[src/rtl/sram_arbiter_if.sv]
// Bundle of the two requester ports and the asynchronous SRAM pins.
// The arbiter takes the slave view; requesters and the SRAM device take the master view.
interface sram_arbiter_if;
  logic        a_req;
  logic [19:0] a_addr;
  logic        a_ack;
  logic [15:0] a_rdata;
  logic        a_rvalid;

  logic        b_req;
  logic        b_we;
  logic [19:0] b_addr;
  logic [15:0] b_wdata;
  logic [1:0]  b_be;
  logic        b_ack;
  logic [15:0] b_rdata;
  logic        b_rvalid;

  logic [19:0] sram_addr;
  logic [15:0] sram_dq_o;
  logic        sram_dq_oe;
  logic [15:0] sram_dq_i;
  logic        sram_ce_n;
  logic        sram_oe_n;
  logic        sram_we_n;
  logic        sram_ub_n;
  logic        sram_lb_n;

  modport slave (
    input  a_req, a_addr,
    output a_ack, a_rdata, a_rvalid,
    input  b_req, b_we, b_addr, b_wdata, b_be,
    output b_ack, b_rdata, b_rvalid,
    output sram_addr, sram_dq_o, sram_dq_oe,
    input  sram_dq_i,
    output sram_ce_n, sram_oe_n, sram_we_n, sram_ub_n, sram_lb_n
  );

  modport master (
    output a_req, a_addr,
    input  a_ack, a_rdata, a_rvalid,
    output b_req, b_we, b_addr, b_wdata, b_be,
    input  b_ack, b_rdata, b_rvalid,
    input  sram_addr, sram_dq_o, sram_dq_oe,
    output sram_dq_i,
    input  sram_ce_n, sram_oe_n, sram_we_n, sram_ub_n, sram_lb_n
  );
endinterface

[src/rtl/sram_arbiter.sv]
// Two-port arbiter for an asynchronous 16-bit SRAM: video read port A has priority,
// CPU port B is guaranteed a slot after A_BURST_MAX consecutive A grants while it waits.
module sram_arbiter #(
  parameter int ACCESS_CYCLES = 2,
  parameter int A_BURST_MAX   = 8
) (
  input  logic          clk,
  input  logic          reset_n,
  sram_arbiter_if.slave bus
);

  typedef enum logic [1:0] {IDLE, ACCESS, TURN} state_t;

  state_t      state;
  state_t      state_next;
  logic [3:0]  cyc_cnt;
  logic [7:0]  a_cnt;
  logic        owner_b;
  logic        write_q;
  logic [1:0]  be_q;
  logic [19:0] addr_q;
  logic [15:0] wdata_q;
  logic        grant_a;
  logic        grant_b;
  logic        last_access;

  // Port A wins ties unless B has waited through a full A burst.
  always_comb begin
    grant_a = 1'b0;
    grant_b = 1'b0;
    if (state == IDLE) begin
      if (bus.a_req && !(bus.b_req && (a_cnt == 8'(A_BURST_MAX))))
        grant_a = 1'b1;
      else if (bus.b_req)
        grant_b = 1'b1;
    end
  end

  assign last_access = (state == ACCESS) && (cyc_cnt == 4'(ACCESS_CYCLES - 1));

  always_ff @(posedge clk or negedge reset_n) begin
    if (!reset_n)
      state <= IDLE;
    else
      state <= state_next;
  end

  always_comb begin
    state_next = state;
    case (state)
      IDLE:    if (grant_a || grant_b) state_next = ACCESS;
      ACCESS:  if (last_access) state_next = TURN;
      TURN:    state_next = IDLE;
      default: state_next = IDLE;
    endcase
  end

  always_ff @(posedge clk or negedge reset_n) begin
    if (!reset_n) begin
      cyc_cnt      <= '0;
      a_cnt        <= '0;
      owner_b      <= 1'b0;
      write_q      <= 1'b0;
      be_q         <= 2'b11;
      addr_q       <= '0;
      wdata_q      <= '0;
      bus.a_ack    <= 1'b0;
      bus.b_ack    <= 1'b0;
      bus.a_rvalid <= 1'b0;
      bus.b_rvalid <= 1'b0;
      bus.a_rdata  <= '0;
      bus.b_rdata  <= '0;
    end else begin
      bus.a_ack    <= grant_a;
      bus.b_ack    <= grant_b;
      bus.a_rvalid <= last_access && !write_q && !owner_b;
      bus.b_rvalid <= last_access && !write_q && owner_b;
      cyc_cnt      <= (state == ACCESS) ? cyc_cnt + 4'd1 : 4'd0;
      if (grant_a) begin
        owner_b <= 1'b0;
        write_q <= 1'b0;
        be_q    <= 2'b11;
        addr_q  <= bus.a_addr;
        if (!bus.b_req)
          a_cnt <= '0;
        else if (a_cnt != 8'(A_BURST_MAX))
          a_cnt <= a_cnt + 8'd1;
      end
      if (grant_b) begin
        owner_b <= 1'b1;
        write_q <= bus.b_we;
        be_q    <= bus.b_be;
        addr_q  <= bus.b_addr;
        wdata_q <= bus.b_wdata;
        a_cnt   <= '0;
      end
      if (last_access && !write_q) begin
        if (owner_b)
          bus.b_rdata <= bus.sram_dq_i;
        else
          bus.a_rdata <= bus.sram_dq_i;
      end
    end
  end

  // Strobes come straight from state so an asynchronous reset releases the SRAM at once.
  always_comb begin
    bus.sram_ce_n  = 1'b1;
    bus.sram_oe_n  = 1'b1;
    bus.sram_we_n  = 1'b1;
    bus.sram_ub_n  = 1'b1;
    bus.sram_lb_n  = 1'b1;
    bus.sram_dq_oe = 1'b0;
    if (state == ACCESS) begin
      bus.sram_ce_n = 1'b0;
      bus.sram_oe_n = write_q;
      bus.sram_we_n = !write_q;
      bus.sram_ub_n = write_q ? !be_q[1] : 1'b0;
      bus.sram_lb_n = write_q ? !be_q[0] : 1'b0;
    end
    if ((state == ACCESS) || (state == TURN))
      bus.sram_dq_oe = write_q;
  end

  assign bus.sram_addr = addr_q;
  assign bus.sram_dq_o = wdata_q;

endmodule

[src/flat_wrapper.sv]
// flat-port wrapper written by rule: the top's interface ports become plain ports
module sram_arbiter_flat 
#(
  parameter int ACCESS_CYCLES = 2,
  parameter int A_BURST_MAX   = 8
)
  (clk, reset_n, bus_a_req, bus_a_addr, bus_a_ack, bus_a_rdata, bus_a_rvalid, bus_b_req, bus_b_we, bus_b_addr, bus_b_wdata, bus_b_be, bus_b_ack, bus_b_rdata, bus_b_rvalid, bus_sram_addr, bus_sram_dq_o, bus_sram_dq_oe, bus_sram_dq_i, bus_sram_ce_n, bus_sram_oe_n, bus_sram_we_n, bus_sram_ub_n, bus_sram_lb_n);
  sram_arbiter_if bus_i ();
  input  logic clk;
  input  logic reset_n;
  input wire logic [$bits(bus_i.a_req)-1:0] bus_a_req;
  input wire logic [$bits(bus_i.a_addr)-1:0] bus_a_addr;
  output wire logic [$bits(bus_i.a_ack)-1:0] bus_a_ack;
  output wire logic [$bits(bus_i.a_rdata)-1:0] bus_a_rdata;
  output wire logic [$bits(bus_i.a_rvalid)-1:0] bus_a_rvalid;
  input wire logic [$bits(bus_i.b_req)-1:0] bus_b_req;
  input wire logic [$bits(bus_i.b_we)-1:0] bus_b_we;
  input wire logic [$bits(bus_i.b_addr)-1:0] bus_b_addr;
  input wire logic [$bits(bus_i.b_wdata)-1:0] bus_b_wdata;
  input wire logic [$bits(bus_i.b_be)-1:0] bus_b_be;
  output wire logic [$bits(bus_i.b_ack)-1:0] bus_b_ack;
  output wire logic [$bits(bus_i.b_rdata)-1:0] bus_b_rdata;
  output wire logic [$bits(bus_i.b_rvalid)-1:0] bus_b_rvalid;
  output wire logic [$bits(bus_i.sram_addr)-1:0] bus_sram_addr;
  output wire logic [$bits(bus_i.sram_dq_o)-1:0] bus_sram_dq_o;
  output wire logic [$bits(bus_i.sram_dq_oe)-1:0] bus_sram_dq_oe;
  input wire logic [$bits(bus_i.sram_dq_i)-1:0] bus_sram_dq_i;
  output wire logic [$bits(bus_i.sram_ce_n)-1:0] bus_sram_ce_n;
  output wire logic [$bits(bus_i.sram_oe_n)-1:0] bus_sram_oe_n;
  output wire logic [$bits(bus_i.sram_we_n)-1:0] bus_sram_we_n;
  output wire logic [$bits(bus_i.sram_ub_n)-1:0] bus_sram_ub_n;
  output wire logic [$bits(bus_i.sram_lb_n)-1:0] bus_sram_lb_n;
  assign bus_i.a_req = bus_a_req;
  assign bus_i.a_addr = bus_a_addr;
  assign bus_a_ack = bus_i.a_ack;
  assign bus_a_rdata = bus_i.a_rdata;
  assign bus_a_rvalid = bus_i.a_rvalid;
  assign bus_i.b_req = bus_b_req;
  assign bus_i.b_we = bus_b_we;
  assign bus_i.b_addr = bus_b_addr;
  assign bus_i.b_wdata = bus_b_wdata;
  assign bus_i.b_be = bus_b_be;
  assign bus_b_ack = bus_i.b_ack;
  assign bus_b_rdata = bus_i.b_rdata;
  assign bus_b_rvalid = bus_i.b_rvalid;
  assign bus_sram_addr = bus_i.sram_addr;
  assign bus_sram_dq_o = bus_i.sram_dq_o;
  assign bus_sram_dq_oe = bus_i.sram_dq_oe;
  assign bus_i.sram_dq_i = bus_sram_dq_i;
  assign bus_sram_ce_n = bus_i.sram_ce_n;
  assign bus_sram_oe_n = bus_i.sram_oe_n;
  assign bus_sram_we_n = bus_i.sram_we_n;
  assign bus_sram_ub_n = bus_i.sram_ub_n;
  assign bus_sram_lb_n = bus_i.sram_lb_n;
  sram_arbiter #(.ACCESS_CYCLES(ACCESS_CYCLES), .A_BURST_MAX(A_BURST_MAX)) u_core (.clk(clk), .reset_n(reset_n), .bus(bus_i));
endmodule
[config.mk]
export PLATFORM = sky130hd
export DESIGN_NAME = sram_arbiter_flat
export DESIGN_NICKNAME = d
export VERILOG_FILES = /design/src/rtl/sram_arbiter_if.sv /design/src/rtl/sram_arbiter.sv /design/src/flat_wrapper.sv
export SDC_FILE = /design/constraint.sdc
export NUM_CORES = 1
export LEC_CHECK = 0
export ABC_AREA = 1
export CAP_MARGIN = 20
export CORE_ASPECT_RATIO = 1.75
export CORE_UTILIZATION = 44
export CTS_CLUSTER_DIAMETER = 150
export DETAILED_ROUTE_END_ITERATION = 10
export HOLD_SLACK_MARGIN = 0.08
export PLACE_DENSITY = 0.81
export RECOVER_POWER = 25
export SYNTH_ARGS = -nofsm -noshare
export SYNTH_HDL_FRONTEND = slang
export SYNTH_SLANG_ARGS = --single-unit
[constraint.sdc]
create_clock -name clk -period 1.7 [get_ports clk]
set_input_delay 0.34 -clock clk [delete_from_list [all_inputs] [get_ports clk]]
set_output_delay 0.34 -clock clk [all_outputs]
set_load 0.005 [all_outputs]
# Word-level counts from Yosys, hierarchy flattened
# Cells that the tools add are included.
# Widths: inputs -> output; s select.
op_classes:
  add_sub_neg: 2
  n_eq_ne: 8
  mux: 28
  n_bitwise: 1
  reduce_logical: 19
op_table:
  columns: ["cell", "n"]
  rows:
  - ["$mux 20", 2]
  - ["$mux 8", 4]
  - ["$mux 1", 16]
  - ["$add 8x1->8 const B", 1]
  - ["$eq 8x4->1 const B", 1]
  - ["$mux 2", 4]
  - ["$ne 8x4->1 const B", 1]
  - ["$reduce_and 2->1", 4]
  - ["$logic_and 1x1->1", 6]
  - ["$logic_not 1->1", 5]
  - ["$add 4x1->4 const B", 1]
  - ["$eq 4x1->1 const B", 1]
  - ["$mux 4", 1]
  - ["$pmux 2 s2", 1]
  - ["$ne 3x1->1 const B", 1]
  - ["$eq 2x1->1 const B", 1]
  - ["$eq 2x2->1 const B", 1]
  - ["$logic_not 2->1", 1]
  - ["$logic_or 1x1->1", 2]
  - ["$ne 2x1->1 const B", 1]
  - ["$ne 2x2->1 const B", 1]
  - ["$reduce_bool 2->1", 1]
  - ["$not 1->1", 1]
totals:
  regBits: 90
  in_bits: 79
  word_cells: 72

# Longest topological paths before layout
depth:
  word_depth: 9
  depth_mapped: 11
  ltp_nobuf: 10

# Worst setup path before layout
# OpenSTA, ideal clock, no wires.
synth_timing:
  kind: "reg2reg"
  start: "reg u_core.state[1]"
  end: "reg u_core.bus.b_rdata[10]"
  setup_ns: 0.131
  t_arrival_ns: 1.282
  setup_slack_ns: 0.287
  stages_incl_launch_ff: 9
  path_cell_list: "dfrtp_1 inv_1 ha_1 inv_2 nor2_4 nand3_2 clkbuf_1 nand2_1 o21ai_0"
synth_between:
  elab_chain_len: 4
synth_rtl:
  columns: ["element", "line_no", "rtl"]
  rows:
  - ["from (decl)", "sram_arbiter.sv:14", "state_t state;"]
  - ["from (signal assigned)", "sram_arbiter.sv:45", "state <= state_next;"]
  - ["$eq 2x1->1", "sram_arbiter.sv:39", "assign last_access = (state == ACCESS) && (cyc_cnt == 4'(ACCESS_CYCLES - 1));"]
  - ["$logic_and 1x1->1", "sram_arbiter.sv:39", null]
  - ["$logic_and 1x1->1", "sram_arbiter.sv:97", "if (last_access && !write_q) begin"]
  - ["$reduce_and 2->1 (no source line)", null, null]
  - ["to (signal assigned)", "sram_arbiter.sv:99", "bus.b_rdata <= bus.sram_dq_i;"]
  - ["to (decl)", "sram_arbiter_if.sv:33", "output b_ack, b_rdata, b_rvalid,"]
# No other way between the ends.
# A chain may end at the register's enable or synchronous reset.

# Worst setup path in the final report
layout_timing:
  start: "reg u_core.state[0]"
  end: "out bus_sram_dq_oe"
layout_between:
  elab_chain_len: 3
layout_rtl:
  columns: ["element", "line_no", "rtl"]
  rows:
  - ["$eq 2x1->1 / $eq 2x2->1 (equally long branches)", "sram_arbiter.sv:121", "if ((state == ACCESS) || (state == TURN))"]
  - ["$logic_or 1x1->1 (*)", "sram_arbiter.sv:121", null]
  - ["$mux 1 (*)", "sram_arbiter.sv:121", null]
  - ["to (decl)", "flat_wrapper.sv:26", "output wire logic [$bits(bus_i.sram_dq_oe)-1:0] bus_sram_dq_oe;"]
# Every way passes the cells marked *; elsewhere a longest branch is shown, timed or not.

==> results_dict.tcl <==
set metrics [dict create \
    status "complete, but fails checks" \
    violations "negative setup slack" \
    clockBufferDepth 2 \
    fin_crit_sh_pct 100.1 \
    worst_skew_pair.late_latency_ns 0.34 \
    finalWirelength_um 10940 \
    grt_pass1_vias 3726 \
    most-common-layout-cells "165 x nand2_1, 149 x clkdlybuf4s50_1, 86 x dfrtp_1" \
    rows 45 \
    setup_ws_ns -0.001350 \
    grtUsageTotal_pct 22.91 \
    power_per_cell_area_mw_per_mm2 1593 \
    slew_viol_final 0 \
    dr_total_vias 3735 \
    drive_gt1_share_pct 9.682 \
    gr-usage-met3_pct 6.735 \
    worst_pin_slew_ns 0.6525 \
    synth_seq_cells 90 \
    die-area_mm2 0.009538 \
    seq_area_frac_synth_pct 56.08 \
    syn_inst 485 \
    core_area_mm2 0.008783 \
    period_needed_ns 1.701 \
    clk_pin_slew_ns 0.06 \
    start_util_pct 45.77 \
    io_buffers 156 \
    grt-busiest-layer "met2" \
    path_class "flop to primary output" \
    synth.avg_cell_area_um2 8.289 \
    maxCapViolCount 0 \
    die_w_um 74.26 \
    path_delay_family "flip-flops" \
    drc 0 \
    area_growth_pct 55.21 \
    whs_path_depth 2 \
    vias_per_cell 4.801 \
    ir_drop_mv 1.099 \
    grt_pass1_wl_um 16800 \
    antenna_found_initial 0 \
    p_total_mw 9.939 \
    finalHoldViolCount 0 \
    cp_slowest_cell "dfrtp_1" \
    postRouteAntennaNets 0 \
    first_pass_iters 6 \
    ys_types 27 \
    cp-end-kind "primary output" \
    ctsRootBufferMaster "clkbuf_16" \
    fin_worst_skew_ns 0.006791 \
    hpwl_um 7734 \
    grt_overflow_total 0 \
    setup_violations 1 \
    layout_commonest_cell "nand2_1" \
    leakage_nw 3.150 \
    relSlewSlack_pct 56.50 \
    io_pins 157 \
    wire_per_inst_um 14.06 \
    grtUsageMet2_pct 40.91 \
    routabilityCongestion 0.8862 \
    use_met1_pct 25.22 \
    die_h_um 128.4 \
    grt_max_degree 37 \
    placed_cell_area_mm2 0.005834 \
    clock.fmax_mhz 587.8 \
    synth_nets 570 \
    numCtsBuffers 9 \
    final_util_pct 71.04 \
    worstPathCellList "buf_6 > inv_4 > ha_4 > nand2_1 > inv_1 > buf_2" \
    cp.depth 6 \
    cts_tree "yes" \
    setup_tns_ns -0.001350 \
    max_stage_delay_ns 0.43 \
    path_max_fanout 2 \
    cts-htree-levels 3 \
    yosysWarnings 0 \
    cp.required_ns 1.36 \
    dr.first_iter.drc_count 235 \
    clock-sinks 90 \
    antenna_cells 0 \
    reg2regPathDepth 11 \
    rsz0062_at_grt "true" \
    crit_buf_inv 4 \
    hold_slack_ns 0.4783 \
    nNetsFinal 741 \
    arrival_ns 1.36 \
    syn-cell-area_mm2 0.004020 \
    final_cell_area_mm2 0.006240 \
    min_path_type "flop to flop" \
    start_kind "flop" \
]
-- per-layer routing --
| layer | vias to the layer above | share of wire (%) | wire (um) |
|---|---|---|---|
| met5 | - | 0 | 0 |
| met4 | 0 | 1.6 | 178 |
| met3 | 14 | 7.3 | 801 |
| met2 | 135 | 54 | 5885 |
| met1 | 1766 | 37 | 4074 |
| li1 | 1820 | - | - |
-- kinds of logic (layout without fill, tap and decap cells) --
kind of cell | Yosys count | after routing | share of synthesized area (%)
XOR/XNOR | 4 | 4 | 0.8716
adder cells (fa/ha/maj) | 6 | 6 | 1.867
AND/OR/NAND/NOR | 232 | 232 | 24.00
AO/OA/AOI/OAI | 51 | 51 | 6.598
buffers and inverters | 102 | 278 | 10.58
flip-flops | 90 | 90 | 56.08
-- registers in the layout, summed over array words and instances, names as in the netlist, 2 cells and up --
signal                cells
u_core.be_q               2
u_core.bus.a_rdata       16
u_core.cyc_cnt            4
u_core.bus.sram_addr     20
u_core.state              2
u_core.bus.sram_dq_o     16
u_core.bus.b_rdata       16
u_core.a_cnt              8
-- cell usage after synthesis --
master | instances | area, um2
a21oi_1 | 1 | 5.000
buf_1 | 1 | 3.750
buf_2 | 8 | 40.04
buf_4 | 2 | 15.01
buf_6 | 3 | 33.78
clkbuf_1 | 7 | 26.28
dfrtp_1 | 88 | 2202
dfstp_2 | 2 | 52.55
ha_1 | 6 | 75.07
inv_1 | 76 | 285.3
inv_2 | 4 | 15.01
inv_4 | 1 | 6.260
nand2_1 | 165 | 619.3
nand2_2 | 1 | 6.260
nand2_4 | 1 | 11.26
nand3_1 | 48 | 240.2
nand3_2 | 2 | 20.02
nor2_1 | 12 | 45.04
nor2_2 | 1 | 6.260
nor2_4 | 1 | 11.26
nor3_1 | 1 | 5.000
o21a_1 | 1 | 7.510
o21ai_0 | 31 | 155.2
o21ai_1 | 12 | 60.06
o22ai_1 | 6 | 37.54
xnor2_1 | 1 | 8.760
xor2_1 | 3 | 26.28
-- where the power goes --
part	total, mW	internal (mW)	switching, mW
logic	4.35	2.48	1.87
registers	3.64	3.08	0.560
clock network	1.95	1.14	0.811
total	9.94	6.70	3.24
-- layout make-up --
| class | count | area [um2] |
|---|---|---|
| Timing Repair Buffer | 181 | 1844 |
| Sequential cell | 90 | 2257 |
| Multi-Input combinational cell | 293 | 1381 |
| Tap cell | 117 | 146.4 |
| Clock inverter | 6 | 67.56 |
| Fill cell | 685 | 2544 |
| Inverter | 81 | 314.1 |
| Clock buffer | 10 | 229.0 |
-- path summary, 6_finish.rpt --
kind | slack [ns] | to | startpoint
max | -0.001 | bus_sram_dq_oe | u_core.state[0]$_DFFE_PN0P_
min | 0.48 | u_core.bus.sram_dq_o[11]$_DFFE_PN0N_ | u_core.bus.sram_dq_o[11]$_DFFE_PN0N_
max reg2reg | 0.07 | u_core.bus.sram_addr[3]$_DFFE_PN0P_ | u_core.a_cnt[0]$_DFFE_PN0P_
min reg2reg | 0.48 | u_core.bus.sram_dq_o[11]$_DFFE_PN0N_ | u_core.bus.sram_dq_o[11]$_DFFE_PN0N_
max in group asynchronous | 0.20 | u_core.be_q[1]$_DFFE_PN1P_ | reset_n
min in group asynchronous | 0.57 | u_core.bus.sram_addr[18]$_DFFE_PN0P_ | reset_n
-- stage by stage --
stage / worst slack [ns] / std cells
after CTS: 0.0006568 / 773
final: -0.001350 / 778
after detailed placement: -0.09348 / 754
after global routing: -0.05740 / 778
after floorplan: 0.2869 / 485
after global placement: -0.05048 / 754
-- tightest hold or removal path, cell delays in order, from the launching register on --
cell,delay [ns]
dfrtp_1,0.34
nand2_1,0.05
nand2_1,0.05
-- timing repair --
item	in CTS	in global routing
buffers inserted	2	3
hold endpoints to repair	24	0
hold buffers	1	0
gates cloned	0	2
pin swaps	0	4
resized for setup	21	13
endpoints found under the setup margin	6	31
(Power assumes the default switching activity.)
==> patch 1: new RTL, same settings <==
Compare `a_cnt` against `8'(A_BURST_MAX)` with >= in place of ==.
--- a/src/rtl/sram_arbiter.sv
+++ b/src/rtl/sram_arbiter.sv
@@ -30,5 +30,5 @@
     grant_b = 1'b0;
     if (state == IDLE) begin
-      if (bus.a_req && !(bus.b_req && (a_cnt == 8'(A_BURST_MAX))))
+      if (bus.a_req && !(bus.b_req && (a_cnt >= 8'(A_BURST_MAX))))
         grant_a = 1'b1;
       else if (bus.b_req)
Function: same outputs for any inputs over 10 cycles, from zero or initial values and one cycle with reset_n low; that may be too few to reach the edited logic, so the function may still have changed.
==> patch 1 against the unedited design <==
- worst setup slack improved by 40 ps
- critical endpoint unchanged
- count of clock-buffer cells in the layout increased by 1
- design area decreased by 1.2%
- core utilization decreased by 2.8 points
- sequential cell count unchanged
- power increased by 2.7%
- highest routed layer unchanged
- first-iteration DRC count decreased by 27%
- die area increased by 1.4%
- routed wire length decreased by 3.0%
- largest power group unchanged
- area after synthesis increased by 1.5%
==> patch 1: results (changes against the unedited design) <==
The via count of the first global-routing pass is 3638 (was 3726). The worst slack at placement is -16.7 ps (was -93.5 ps). The global placement routability congestion came out at 0.799 (was 0.886). The total global routing track utilization came out at 22.3% (was 22.9%). Run status: finished, final reports clean (was finished, violations left).

The proportion of total power due to net switching came to 32.4% (was 32.6%). The maximum ir drop on the vdd rail is 0.00113 V (was 0.00110 V). The number of iterations in the first detailed-routing pass was 4 (was 6). The number of nets in the final layout came to 713 (was 741). The initial detailed-routing violation count came out at 172 (was 235). The net count of the mapped netlist is 548 (was 570).

The power dissipated in the clock network is 2110 uW (was 1950 uW). The reported leakage power came out at 0.00313 uW (was 0.00315 uW). The count of filler cells inserted in the layout is 721 (was 685). The number of antenna violations at the first check in global routing is 0 (unchanged). The share of synthesized flip-flops with an asynchronous set or reset came to 100% (unchanged). The total cell area at the placement stage is 5790 um2 (was 5830 um2). The number of flip-flops under the largest register name came to 20 (unchanged). Cell types occupying the most area after synthesis: sky130_fd_sc_hd__dfrtp_1 54%, sky130_fd_sc_hd__nand2_1 14%, sky130_fd_sc_hd__inv_1 7.3% (was sky130_fd_sc_hd__dfrtp_1 55%, sky130_fd_sc_hd__nand2_1 15%, sky130_fd_sc_hd__inv_1 7.1%). The clock-pin slew reported for the worst setup and hold paths after clock tree synthesis is 60 ps (about the same).

The hold violation total from the final report is 0 (unchanged). The post-DP HPWL is 7530 um (was 7730 um). The worst clock skew came out at 4.27 ps (was 6.79 ps). The worst hold-check path type is register to register (unchanged).

The arrival time reported for the critical path endpoint is 1320 ps (was 1360 ps). The part of the total power dissipated in combinational logic is 43.5% (was 43.7%). The sequential share of the synthesized area is 55.3% (was 56.1%).

The share of layout cells above drive strength 1 is 12.0% (was 9.68%). Top cell types by occurrence after synthesis: 153 x sky130_fd_sc_hd__nand2_1, 88 x sky130_fd_sc_hd__dfrtp_1, 79 x sky130_fd_sc_hd__inv_1, 42 x sky130_fd_sc_hd__nand3_1, 18 x sky130_fd_sc_hd__o21ai_1 (was 165 x sky130_fd_sc_hd__nand2_1, 88 x sky130_fd_sc_hd__dfrtp_1, 76 x sky130_fd_sc_hd__inv_1, 48 x sky130_fd_sc_hd__nand3_1, 31 x sky130_fd_sc_hd__o21ai_0). The global-route wire length before repair is 16500 um (was 16800 um).

The average detailed-routed wire length per instance is 14.1 um (about the same). The maximum number of pins on one net before global-route repair was 34 (was 37). The worst-case register-to-register setup slack came out at 160 ps (was 70 ps). The vias after detailed routing came out at 3581 (was 3735). The number of warnings issued by yosys was 0 (unchanged). The max-slew headroom at the worst pin is 42.1% (was 56.5%).
patch 1: cell count changes after synthesis, moves of 6 or more:
| cell | delta |
|---|---|
| sky130_fd_sc_hd__buf_6 | +7 |
| sky130_fd_sc_hd__clkbuf_1 | -7 |
| sky130_fd_sc_hd__nand2_1 | -12 |
| sky130_fd_sc_hd__nand3_1 | -6 |
| sky130_fd_sc_hd__nor2_1 | -6 |
| sky130_fd_sc_hd__o21ai_0 | -22 |
| sky130_fd_sc_hd__o21ai_1 | +6 |
| sky130_fd_sc_hd__o21ai_2 | +14 |
patch 1: per-layer routing:
metal | wire, um | vias up | GRT usage, %
met5 | 0 | - | 0
met2 | 5430 | 149 | 39.6
li1 | - | 1741 | -
met3 | 868 | 16 | 6.84
met4 | 207 | 0 | 8.21
met1 | 4110 | 1675 | 24.4
patch 1: worst paths after layout:
path,endpoint,cells past startpoint,start
min,u_core.a_cnt[4],2,u_core.a_cnt[4]
max,bus_sram_dq_oe,6,u_core.state[0]
min in group asynchronous,u_core.bus.sram_addr[8],2,reset_n
min reg2reg,u_core.a_cnt[4],2,u_core.a_cnt[4]
max reg2reg,u_core.bus.a_rdata[9],9,u_core.state[0]
max in group asynchronous,u_core.bus.b_rdata[7],3,reset_n
patch 1: critical path, cell delays in order, from the launching register on:
cell,delay (ps)
sky130_fd_sc_hd__dfrtp_1,400
sky130_fd_sc_hd__buf_6,140
sky130_fd_sc_hd__inv_4,50
sky130_fd_sc_hd__ha_4,190
sky130_fd_sc_hd__nand2_1,50
sky130_fd_sc_hd__inv_1,40
sky130_fd_sc_hd__buf_2,120
patch 1: logic make-up (layout without fill, tap and decap cells):
kind of cell,Yosys count,count (layout),share of synthesized area [%]
simple gates,214,215,22.9
buf+inv,103,272,12.1
compound gates,47,47,7.24
fa+ha+maj,6,6,1.84
flops,90,90,55.3
xor+xnor,3,3,0.644
patch 1: layout make-up:
| type | count | area share (%) |
|---|---|---|
| clock buffers | 11 | 3.94 |
| clock inverters | 5 | 1.26 |
| inverters | 83 | 5.18 |
| multi-input cells | 271 | 22.4 |
| flip-flops and latches | 90 | 36.6 |
| well taps | 120 | 2.44 |
| repair buffers | 173 | 28.2 |
patch 1: per-stage QoR:
step                utilization (%)  power [uW]  TNS, ps  hold WS (ps)  std cells
global placement               64.1        7790        0           318        732
detailed placement             64.1        7950    -49.2           328        732
finish                         68.2       10200        0           470        753
global route                   68.2       10900    -6.29           501        753
CTS                            67.9       10200    -20.0           470        752
floorplan                         -        5460        0          44.4        463
patch 1: repair_timing:
item,CTS,global route
setup endpoints to repair,6,20
pin swaps,0,1
hold buffers,1,0
buffers inserted,3,0
endpoints found under the hold margin,29,0
resized for setup,26,12
cloned,0,1
==> patch 2: new RTL, same flow settings <==
Made on the original files. `A_BURST_MAX` is set to 8 in 2 places; all go to 4.
--- a/src/rtl/sram_arbiter.sv
+++ b/src/rtl/sram_arbiter.sv
@@ -3,5 +3,5 @@
 module sram_arbiter #(
   parameter int ACCESS_CYCLES = 2,
-  parameter int A_BURST_MAX   = 8
+  parameter int A_BURST_MAX   = 4
 ) (
   input  logic          clk,
--- a/src/flat_wrapper.sv
+++ b/src/flat_wrapper.sv
@@ -3,5 +3,5 @@
 #(
   parameter int ACCESS_CYCLES = 2,
-  parameter int A_BURST_MAX   = 8
+  parameter int A_BURST_MAX   = 4
 )
   (clk, reset_n, bus_a_req, bus_a_addr, bus_a_ack, bus_a_rdata, bus_a_rvalid, bus_b_req, bus_b_we, bus_b_addr, bus_b_wdata, bus_b_be, bus_b_ack, bus_b_rdata, bus_b_rvalid, bus_sram_addr, bus_sram_dq_o, bus_sram_dq_oe, bus_sram_dq_i, bus_sram_ce_n, bus_sram_oe_n, bus_sram_we_n, bus_sram_ub_n, bus_sram_lb_n);
Behaviour: no difference found for any inputs over 10 cycles, from zero or initial values and one cycle with reset_n low; that may be too few to reach the edited logic, so the function may still have changed.
==> patch 2 against the unedited design <==
- routed wire length up 1.9%
- core utilization down 0.76 points
- largest cell class unchanged
- cell count unchanged
- area after synthesis down 0.19%
- power down 0.39%
- sequential cell count unchanged
- design area down 1.1%
- critical path type unchanged
- worst setup slack better by 5.4 ps
- critical endpoint unchanged
==> patch 2: results (changes against the unedited design) <==
Run status: finished, final reports clean (was finished, violations left). The total global routing track utilization was 24.4% (was 22.9%). The placed instance count came out at 759 (was 754).

The routing usage on met3 is 6.81% (was 6.73%). The reported leakage power came out at 0.00314 uW (was 0.00315 uW). The count of distinct cell types in the synthesized netlist came to 25 (was 27). The number of buffers inserted to repair setup after CTS is 1 (was 2). The worst hold margin came to 480 ps (was 478 ps). The end point of the most critical hold path is u_core.bus.sram_addr[9] (was u_core.bus.sram_dq_o[11]). The number of iterations in the first detailed-routing pass came out at 4 (was 6). The share of synthesized flip-flops with an asynchronous set or reset is 100% (unchanged). The maximum ir drop on the vdd rail came out at 0.000978 V (was 0.00110 V). The max-slew headroom at the worst pin is 59.9% (was 56.5%).

The post-layout minimum cycle time is 1700 ps (about the same). The wire length on met3 is 691 um (was 801 um). The maximum number of pins on one net before global-route repair came out at 34 (was 37).

The capturing point of the worst reg2reg path is u_core.bus.sram_dq_o[6] (was u_core.bus.sram_addr[3]). The met2 routing resource usage after global routing came out at 45.1% (was 40.9%). The count of filler cells inserted in the layout was 735 (was 685). The worst-case register-to-register setup slack came to 120 ps (was 70 ps).

The worst clock skew is 4.46 ps (was 6.79 ps). The count of cells along the worst register-to-register path came out at 10 (was 11). The worst slack at placement is -82.2 ps (was -93.5 ps). Top cell types by occurrence after synthesis: 167 x sky130_fd_sc_hd__nand2_1, 88 x sky130_fd_sc_hd__dfrtp_1, 77 x sky130_fd_sc_hd__inv_1, 50 x sky130_fd_sc_hd__nand3_1, 42 x sky130_fd_sc_hd__o21ai_0 (was 165 x sky130_fd_sc_hd__nand2_1, 88 x sky130_fd_sc_hd__dfrtp_1, 76 x sky130_fd_sc_hd__inv_1, 48 x sky130_fd_sc_hd__nand3_1, 31 x sky130_fd_sc_hd__o21ai_0). The global-route wire length before repair is 17500 um (was 16800 um). The global placement routability congestion came out at 0.999 (was 0.886).

The detailed-route wire length is 11200 um (was 10900 um). Cell types occupying the most area after synthesis: sky130_fd_sc_hd__dfrtp_1 55%, sky130_fd_sc_hd__nand2_1 16%, sky130_fd_sc_hd__inv_1 7.2% (was sky130_fd_sc_hd__dfrtp_1 55%, sky130_fd_sc_hd__nand2_1 15%, sky130_fd_sc_hd__inv_1 7.1%). The net count of the mapped netlist is 571 (was 570). The sequential logic power is 3680 uW (was 3640 uW). The share of layout cells above drive strength 1 is 8.17% (was 9.68%).

The met1 layer usage reported by global route came to 25.9% (was 25.2%). The mean instance size in the synthesized netlist came out at 8.26 um2 (was 8.29 um2). The post-DP HPWL is 8310 um (was 7730 um). The count of cells resized by post-cts repair is 22 (was 21).

The startpoint of the tightest hold check path is u_core.bus.sram_addr[9] (was u_core.bus.sram_dq_o[11]). The total cell area at the placement stage came to 5860 um2 (was 5830 um2). The vias after detailed routing is 3784 (was 3735).

The sequential share of the synthesized area was 56.2% (was 56.1%). The met1 layer wirelength in the final routing came out at 4070 um (about the same). The routed wire length on met2 came out at 6240 um (was 5890 um).
patch 2: cell types whose count changed in the layout (fill, tap and decap cells not counted), sizes merged, moves of 2 or more:
cell	change
clkinv	-3
clkbuf	+4
o21ai	+2
nor2	-2
nand2	+2
patch 2: logic make-up (layout without fill, tap and decap cells):
kind of cell / Yosys count / after routing / share of synthesized area (%)
AO/OA/AOI/OAI: 52 / 52 / 6.70
XOR/XNOR: 3 / 3 / 0.655
adder cells (fa/ha/maj): 6 / 6 / 1.87
buffers and inverters: 102 / 277 / 10.6
flip-flops: 90 / 90 / 56.2
AND/OR/NAND/NOR: 233 / 233 / 23.9
patch 2: final cells by class:
class                           instances  area (um2)  share of cell area, %
Sequential cell                        90        2260                   36.6
Clock inverter                          2        37.5                  0.608
Tap cell                              117         146                   2.37
Inverter                               81         312                   5.05
Timing Repair Buffer                  180        1810                   29.3
Multi-Input combinational cell        294        1360                   22.0
Clock buffer                           14         254                   4.11
